`config.mk`:
```
export PLATFORM = sky130hd
export DESIGN_NAME = comparator_result_monitor
export DESIGN_NICKNAME = d
export VERILOG_FILES = /design/src/rtl/comparator_pkg.sv /design/src/rtl/sat_counter.sv /design/src/rtl/comparator_result_monitor.sv
export SDC_FILE = /design/constraint.sdc
export NUM_CORES = 1
export LEC_CHECK = 0
export BUFFER_PORTS_ARGS = -buffer_cell sky130_fd_sc_hd__buf_2
export CAP_MARGIN = 20
export CORE_AREA = 4 4 88 110
export CTS_CLUSTER_DIAMETER = 200
export CTS_CLUSTER_SIZE = 14
export DETAILED_ROUTE_END_ITERATION = 10
export DIE_AREA = 0 0 92 114
export PLACE_DENSITY_LB_ADDON = 0.1
export SYNTH_ARGS = -nofsm -noshare
export SYNTH_HDL_FRONTEND = slang
export SYNTH_HIERARCHICAL = 1
export SYNTH_SLANG_ARGS = --single-unit
```
`constraint.sdc`:
```
create_clock -name CLK -period 3.5 [get_ports CLK]
set_input_delay 0.175 -clock CLK [delete_from_list [all_inputs] [get_ports CLK]]
set_output_delay 0.175 -clock CLK [all_outputs]
set_load 0.05 [all_outputs]
```
`src/rtl/comparator_pkg.sv`:
```
// Shared definitions for the comparator result path: result bit positions,
// legal one-hot result codes and the monitor FSM encoding.
package comparator_pkg;

  localparam int R_GT = 2;
  localparam int R_EQ = 1;
  localparam int R_LT = 0;

  localparam logic [2:0] R_CODE_GT = 3'b100;
  localparam logic [2:0] R_CODE_EQ = 3'b010;
  localparam logic [2:0] R_CODE_LT = 3'b001;

  typedef enum logic [1:0] {
    ST_IDLE  = 2'd0,
    ST_RUN   = 2'd1,
    ST_FAULT = 2'd2
  } state_e;

endpackage

```
`src/rtl/sat_counter.sv`:
```
// Saturating up-counter with synchronous clear and load-to-one; it holds
// at all-ones instead of wrapping.
module sat_counter #(
  parameter int W = 8
) (
  input  logic         clk,
  input  logic         rst_n,
  input  logic         clr,
  input  logic         inc,
  input  logic         ld1,
  output logic [W-1:0] q
);

  localparam logic [W-1:0] MAX = {W{1'b1}};

  logic [W-1:0] q_q;
  logic [W-1:0] q_d;

  // clr beats ld1, which beats inc
  always_comb begin
    q_d = q_q;
    if (clr) begin
      q_d = '0;
    end else if (ld1) begin
      q_d = W'(1);
    end else if (inc && (q_q != MAX)) begin
      q_d = q_q + W'(1);
    end
  end

  always_ff @(posedge clk or negedge rst_n) begin
    if (!rst_n) begin
      q_q <= '0;
    end else begin
      q_q <= q_d;
    end
  end

  assign q = q_q;

endmodule

```
`src/rtl/comparator_result_monitor.sv`:
```
// Registers comparator results with their operands, keeps saturating outcome
// and run-length statistics, and latches a fault on illegal or wrong results.
module comparator_result_monitor
  import comparator_pkg::*;
#(
  parameter int N          = 4,
  parameter int CNT_W      = 8,
  parameter int RUN_THRESH = 3
) (
  input  logic             CLK,
  input  logic             RST_N,
  input  logic             IN_VALID,
  input  logic             CLR,
  input  logic [N-1:0]     A,
  input  logic [N-1:0]     B,
  input  logic [2:0]       R,
  output logic             OUT_VALID,
  output logic [N-1:0]     A_Q,
  output logic [N-1:0]     B_Q,
  output logic [2:0]       R_Q,
  output logic [CNT_W-1:0] GT_CNT,
  output logic [CNT_W-1:0] EQ_CNT,
  output logic [CNT_W-1:0] LT_CNT,
  output logic [CNT_W-1:0] RUN_LEN,
  output logic             STREAK,
  output logic             ERR
);

  state_e       state_q;
  logic [N-1:0] a_q;
  logic [N-1:0] b_q;
  logic [2:0]   r_q;
  logic         out_valid_q;
  logic         err_q;

  logic [2:0] rel_code;
  logic       take;
  logic       accept;
  logic       same_run;

  // The expected code is recomputed from the operands, so an illegal code and
  // a legal-but-wrong code are caught by the same inequality.
  always_comb begin
    if (A > B) begin
      rel_code = R_CODE_GT;
    end else if (A == B) begin
      rel_code = R_CODE_EQ;
    end else begin
      rel_code = R_CODE_LT;
    end
  end

  assign take     = IN_VALID && !CLR && (state_q != ST_FAULT);
  assign accept   = take && (R == rel_code);
  assign same_run = (state_q == ST_RUN) && (R == r_q);

  always_ff @(posedge CLK or negedge RST_N) begin
    if (!RST_N) begin
      state_q     <= ST_IDLE;
      a_q         <= '0;
      b_q         <= '0;
      r_q         <= '0;
      out_valid_q <= 1'b0;
      err_q       <= 1'b0;
    end else begin
      out_valid_q <= 1'b0;
      if (CLR) begin
        state_q <= ST_IDLE;
        a_q     <= '0;
        b_q     <= '0;
        r_q     <= '0;
        err_q   <= 1'b0;
      end else if (take) begin
        if (R == rel_code) begin
          a_q         <= A;
          b_q         <= B;
          r_q         <= R;
          out_valid_q <= 1'b1;
          state_q     <= ST_RUN;
        end else begin
          err_q   <= 1'b1;
          state_q <= ST_FAULT;
        end
      end
    end
  end

  sat_counter #(.W(CNT_W)) u_gt_cnt (
    .clk   (CLK),
    .rst_n (RST_N),
    .clr   (CLR),
    .inc   (accept && R[R_GT]),
    .ld1   (1'b0),
    .q     (GT_CNT)
  );

  sat_counter #(.W(CNT_W)) u_eq_cnt (
    .clk   (CLK),
    .rst_n (RST_N),
    .clr   (CLR),
    .inc   (accept && R[R_EQ]),
    .ld1   (1'b0),
    .q     (EQ_CNT)
  );

  sat_counter #(.W(CNT_W)) u_lt_cnt (
    .clk   (CLK),
    .rst_n (RST_N),
    .clr   (CLR),
    .inc   (accept && R[R_LT]),
    .ld1   (1'b0),
    .q     (LT_CNT)
  );

  // A new outcome (or the first after idle) restarts the run at one.
  sat_counter #(.W(CNT_W)) u_run_len (
    .clk   (CLK),
    .rst_n (RST_N),
    .clr   (CLR),
    .inc   (accept && same_run),
    .ld1   (accept && !same_run),
    .q     (RUN_LEN)
  );

  assign STREAK    = (RUN_LEN >= CNT_W'(RUN_THRESH));
  assign OUT_VALID = out_valid_q;
  assign A_Q       = a_q;
  assign B_Q       = b_q;
  assign R_Q       = r_q;
  assign ERR       = err_q;

endmodule
```
==> results of run 1 <==
[synthesized netlist by cell type, types with 9 or more instances]
cell type   n  area [um2]
a21oi_1    13        65.1
nor2_1      9        33.8
a211oi_1   13        97.6
dfrtp_1    47        1180
nand3_1    37         185
nor3_1     17        85.1
inv_1       9        33.8
nor4_1      9        56.3
mux2i_1    12         120
nand2_1    40         150
a31oi_1     9        56.3
[worst max-delay path, cell delays in order]
cell and delay (ps):
buf_2 110, ha_1 320, nor2b_1 140, o211ai_1 280
a21oi_1 140, buf_4 180, o211ai_1 300, a21boi_0 150
buf_4 170, or2_2 320, a21o_1 160, mux2i_1 130
[per-stage QoR]
step           utilization (%)  cell area (um2)  power, mW  worst slack [ps]  hold slack, ps
5_1_grt                   41.4             3580       1.16               897             141
4_1_cts                   41.4             3580       1.12              1150             127
2_1_floorplan                -             3030      0.703              1010            -121
3_3_place_gp              40.3             3490      0.771               871             171
3_5_place_dp              40.3             3490      0.773               837             178
6_report                  41.4             3580       1.09              1150             144
[cells by family (layout without fill, tap and decap cells)]
logic type / Yosys count / count (layout) / share of synthesized area (%)
DFF: 47 / 47 / 39.7
other: 1 / 18 / 0.127
xor gates and xnor gates: 3 / 3 / 0.887
adders and majority gates: 8 / 8 / 3.38
AOI/OAI and AO/OA: 81 / 81 / 20.5
buffers and inverters: 17 / 87 / 2.87
and+or+nand+nor: 152 / 152 / 28.5
muxes: 12 / 12 / 4.05
[sequential cells by signal (all words and copies together) (netlist names)]
| register | flops |
|---|---|
| u_eq_cnt/q | 8 |
| u_gt_cnt/q | 8 |
| u_lt_cnt/q | 8 |
| u_run_len/q | 8 |
| A_Q | 4 |
| B_Q | 4 |
| R_Q | 3 |
| state_q | 2 |
| ERR | 1 |
| OUT_VALID | 1 |
[power groups by stage]
| stage | clock, mW | sequential, mW | combinational (mW) |
|---|---|---|---|
| after global routing | 0.375 | 0.575 | 0.210 |
| after detailed placement | 0 | 0.583 | 0.190 |
| final | 0.331 | 0.572 | 0.189 |
| after floorplan | 0 | 0.625 | 0.0777 |
| after CTS | 0.355 | 0.572 | 0.191 |
| after global placement | 0 | 0.583 | 0.188 |
[per-layer routing]
layer	track usage [%]	share of wire (%)
met3	2.97	3.5
met4	4.86	1.4
met5	0	0
met1	20.2	45
met2	26.9	50
[worst min path at each step]
stage	end	cells past startpoint	slack, ps	start
floorplan	A_Q[0]$_DFFE_PN0P_	0	-120	RST_N
global placement	u_gt_cnt/q[4]$_DFFE_PN0P_	1	170	RST_N
detailed placement	u_gt_cnt/q[6]$_DFFE_PN0P_	1	180	RST_N
CTS	state_q[0]$_DFFE_PN0P_	2	130	IN_VALID
global route	state_q[0]$_DFFE_PN0P_	2	140	IN_VALID
finish	state_q[0]$_DFFE_PN0P_	2	140	IN_VALID
[layout make-up]
type,instances,share of cell area [%]
repair buffers,69,10.3
multi-input cells,274,49.2
clock buffers,6,2.02
clock inverters,2,0.349
well taps,120,4.19
inverters,10,1.05
flip-flops and latches,47,32.8
[timing repair]
action                    CTS  global route
gates resized for setup     0             0
hold buffers                1             0
buffers inserted            0             0
hold endpoints to repair   19             0
==> run summary, run 1 <==
Number of synthesized register bits -> 47
Sequential Power Share -> 52.4%
Max_cap viols -> 0
RSZ-0062 raised after global routing -> no
Most common cell after layout, fill and taps aside -> buf_2
Outcome -> finished clean
Crit Path Class -> in2reg
Logic gate share of total power -> 17.3%
Int Pwr -> 753 uW
First-pass GRT wire length -> 13600 um
Post-DRT Antenna Nets -> 0
Row cnt -> 38
Cells on worst reg2reg path -> 9
Setup crit start -> A[1]
Worst reg2reg setup slack -> 1210 ps
Critical R2R Launch -> state_q[1]$_DFFE_PN0P_
Count of input and output buffers -> 60
Worst Clk Skew -> 10.4 ps
Vias -> 2906
Total Wirelength -> 8050 um
Post-route setup TNS -> 0 ps
Main synth FF type -> dfrtp_1
Crit path max fanout -> 6
Initial DRC count -> 130
Antenna violations before repair -> 0
Vias per inst -> 5.50
CTS tree -> done
Crit path to -> u_run_len/q[7]$_DFFE_PN0P_
Post-synth ARST share -> 100%
Clock power share -> 30.3%
Worst skew pair latency -> 300 ps
Hpwl dp -> 5700 um
Mapped Cells -> 321
Pwr Density -> 305 mW/mm2
Multi-input gate area -> 0.00177 mm2
Psw -> 339 uW
Crit path time final -> 2350 ps
Mean Syn Cell Area -> 9.23 um2
Crit path arrival time -> 2580 ps
Final setup violation count -> 0
Num CTS Buffers -> 5
DIE WIDTH -> 92 um
Share of cells above drive strength 1 -> 21.6%
Worst slew pin tran -> 708 ps
Clock Sinks -> 47
Cell Area, Synth -> 0.00296 mm2
Sw Ratio -> 31.0%
Slew Viols, Final -> 0
Post-Place Cells -> 519
Final hold vios -> 0
Rel. slew slack -> 52.5%
CTS root buf -> clkbuf_8
Fillers -> 918
Nets -> 430
Die extent in y -> 114 um
Required @ worst endpoint -> 3730 ps
Io pins -> 61
Initial core utilization -> 34.2%
Reg-to-reg endpoint -> u_run_len/q[5]$_DFFE_PN0P_
Filler-free cell count of the finished design -> 528
First-pass DRT Iterations -> 4
Synth cell types -> 47
FMAX -> 426 MHz
Wire length per cell -> 15.2 um
Clock Tree Buf Depth -> 2
Worst vdd ir -> 0.158 mV
Overflow after GRT -> 0
Final worst-path cycle share -> 67.1%
Synth warn -> 6
Critical path capture point type -> flop
Layout area overhead -> 21.0%
Commonest non-fill, non-tap cells in the layout -> buf_2, dfrtp_1, nand2_1, nand3_1, conb_1
CTS clk-pin slew, worst paths -> 90 ps
Vias in the first global route -> 2743
CORE AREA -> 0.00865 mm2
Largest net degree at the start of global routing -> 29
Sequential cell area -> 0.00118 mm2
Antenna Cells -> 0
DRC viols -> 0
CTS H-tree depth -> 2
Lkg Pwr -> 1.65 nW
Gr usage total -> 15.8%
Worst Hold Class -> in2reg
Placer Congestion -> 0.788
Die footprint -> 0.0105 mm2
Sequential area share after synthesis -> 39.7%
Post-synth EDFFs -> 0
Critical Path Start Type -> primary input
Power figures use the tool's default switching activity.
==> inputs of run 2 (changes only) <==
==> constraint.sdc (replaced) <==
create_clock -name CLK -period 2.4 [get_ports CLK]
set_input_delay 0.12 -clock CLK [delete_from_list [all_inputs] [get_ports CLK]]
set_output_delay 0.12 -clock CLK [all_outputs]
set_load 0.05 [all_outputs]
==> run 2 against run 1 <==
  * Power is 48% higher
  * Clock-buffer cell count stayed put
  * Die area stayed put
  * Global-route usage hardly changed
  * Sequential share of layout area is 0.86 points lower
  * Highest routed layer unchanged
==> run summary, run 2 (same netlist as run 1, synthesis figures left out) <==
First-pass DRT Iterations -> 4
CTS clk-pin slew, worst paths -> 90 ps
Final Cell Area -> 0.00368 mm2
Vias -> 2935
CTS tree -> done
Final worst slack -> 265 ps
Max_cap viols -> 0
Pwr Density -> 441 mW/mm2
RSZ-0062 raised after global routing -> no
Cell area after placement -> 0.00358 mm2
Worst hold endpoint -> state_q[0]$_DFFE_PN0P_
Cells on worst reg2reg path -> 8
Crit path time final -> 2140 ps
Crit Path Class -> reg2reg
Nets -> 442
Die extent in y -> 114 um
Worst Hold Class -> in2reg
DRC viols -> 0
Share of cells above drive strength 1 -> 24.1%
Final Util -> 42.5%
Worst slew pin tran -> 618 ps
Setup WS pre-CTS -> 78.2 ps
Slew Viols, Final -> 0
Lkg Pwr -> 1.71 nW
Outcome -> finished clean
Io pins -> 61
Final setup violation count -> 0
Most common cell after layout, fill and taps aside -> buf_2
Sw Ratio -> 30.2%
Required @ worst endpoint -> 2630 ps
Final hold vios -> 0
CTS root buf -> clkbuf_8
Crit path max fanout -> 5
Logic gate share of total power -> 17.8%
Vias in the first global route -> 2795
CP max stage cell -> dfrtp_1
Clock Sinks -> 47
Psw -> 490 uW
Num CTS Buffers -> 5
First-pass GRT wire length -> 13500 um
CTS H-tree depth -> 2
Final worst-path cycle share -> 89.0%
Worst vdd ir -> 0.195 mV
Hpwl dp -> 5880 um
CORE AREA -> 0.00865 mm2
Int Pwr -> 1.13 mW
CP peak stage delay -> 390 ps
Gr usage total -> 15.8%
Overflow after GRT -> 0
Count of input and output buffers -> 60
Vias per inst -> 5.45
Worst reg2reg setup slack -> 260 ps
Crit path arrival time -> 2360 ps
Post-route setup TNS -> 0 ps
CP Cell Sequence -> nand2b_1, nand2_1, nor2_1, o211ai_1, a21oi_2, nand3_1, a211oi_1, mux2i_1
Critical Path Start Type -> flop
CTS resizes -> 0
Critical R2R Launch -> state_q[0]$_DFFE_PN0P_
Commonest non-fill, non-tap cells in the layout -> buf_2, dfrtp_1, nand2_1, nand3_1, buf_4
Hold path start -> IN_VALID
Post-DRT Antenna Nets -> 0
Post-CTS setup buffer count -> 0
Antenna Cells -> 0
Largest net degree at the start of global routing -> 29
Initial core utilization -> 34.2%
DIE WIDTH -> 92 um
Placer Congestion -> 0.851
Antenna violations before repair -> 0
FMAX -> 468 MHz
Rel. slew slack -> 58.7%
Wire length per cell -> 14.9 um
Sequential Power Share -> 51.4%
Critical path capture point type -> flop
Clock power share -> 30.8%
Clock Tree Buf Depth -> 2
Initial DRC count -> 115
WHS Path Cells -> 2
Total chip power -> 1.62 mW
Worst skew pair latency -> 300 ps
Reg-to-reg endpoint -> u_run_len/q[5]$_DFFE_PN0P_
Row cnt -> 38
Layout area overhead -> 24.2%
Die footprint -> 0.0105 mm2
Worst Clk Skew -> 4.63 ps
Total Wirelength -> 8040 um
## run 2: cell count changes in the layout (fill, tap and decap cells not counted), sizes merged
| cell | delta |
|---|---|
| clkinvlp | -1 |
| buf | +12 |
## run 2: area by class of cell
class / instances / area (um2)
flip-flops and latches: 47 / 1180
clock inverters: 1 / 5.00
multi-input cells: 274 / 1770
repair buffers: 81 / 460
inverters: 10 / 37.5
fillers: 932 / 4970
clock buffers: 6 / 82.6
well taps: 120 / 150
## run 2: power by group through the flow
| stage | clock network (mW) | registers, mW | logic (mW) |
|---|---|---|---|
| after floorplan | 0 | 0.912 | 0.113 |
| after global placement | 0 | 0.850 | 0.289 |
| after detailed placement | 0 | 0.850 | 0.289 |
| after CTS | 0.532 | 0.834 | 0.291 |
| after global routing | 0.565 | 0.838 | 0.317 |
| final | 0.500 | 0.834 | 0.288 |
## run 2: routing by layer
layer	wire, um	track usage, %
met1	3590	20.1
met2	4080	27.0
met3	297	2.90
met4	72	5.15
met5	0	0
## run 2: worst max path at each step
stage,from,to,slack (ps)
floorplan,B[1],u_run_len/q[5]$_DFFE_PN0P_,70
global placement,A[1],u_run_len/q[5]$_DFFE_PN0P_,80
detailed placement,A[1],u_run_len/q[5]$_DFFE_PN0P_,80
CTS,state_q[0]$_DFFE_PN0P_,u_run_len/q[5]$_DFFE_PN0P_,270
global route,state_q[0]$_DFFE_PN0P_,u_run_len/q[5]$_DFFE_PN0P_,8
finish,state_q[0]$_DFFE_PN0P_,u_run_len/q[5]$_DFFE_PN0P_,260
## run 2: repair_timing
action	CTS	global route
hold endpoints to repair	19	0
setup endpoints to repair	0	0
hold buffers	1	0
## run 2: worst max-delay path, delay by kind of cell, from the launching register on
kind	cells	cell delay [ps]
AOI/OAI and AO/OA	3	770
muxes	1	220
and+or+nand+nor	4	690
DFF	1	390
## run 2: per-stage QoR
stage | hold WS (ps) | cells
global route | 68.3 | 539
global placement | 125 | 531
detailed placement | 128 | 531
floorplan | -176 | 338
CTS | 48.6 | 539
finish | 71.4 | 539
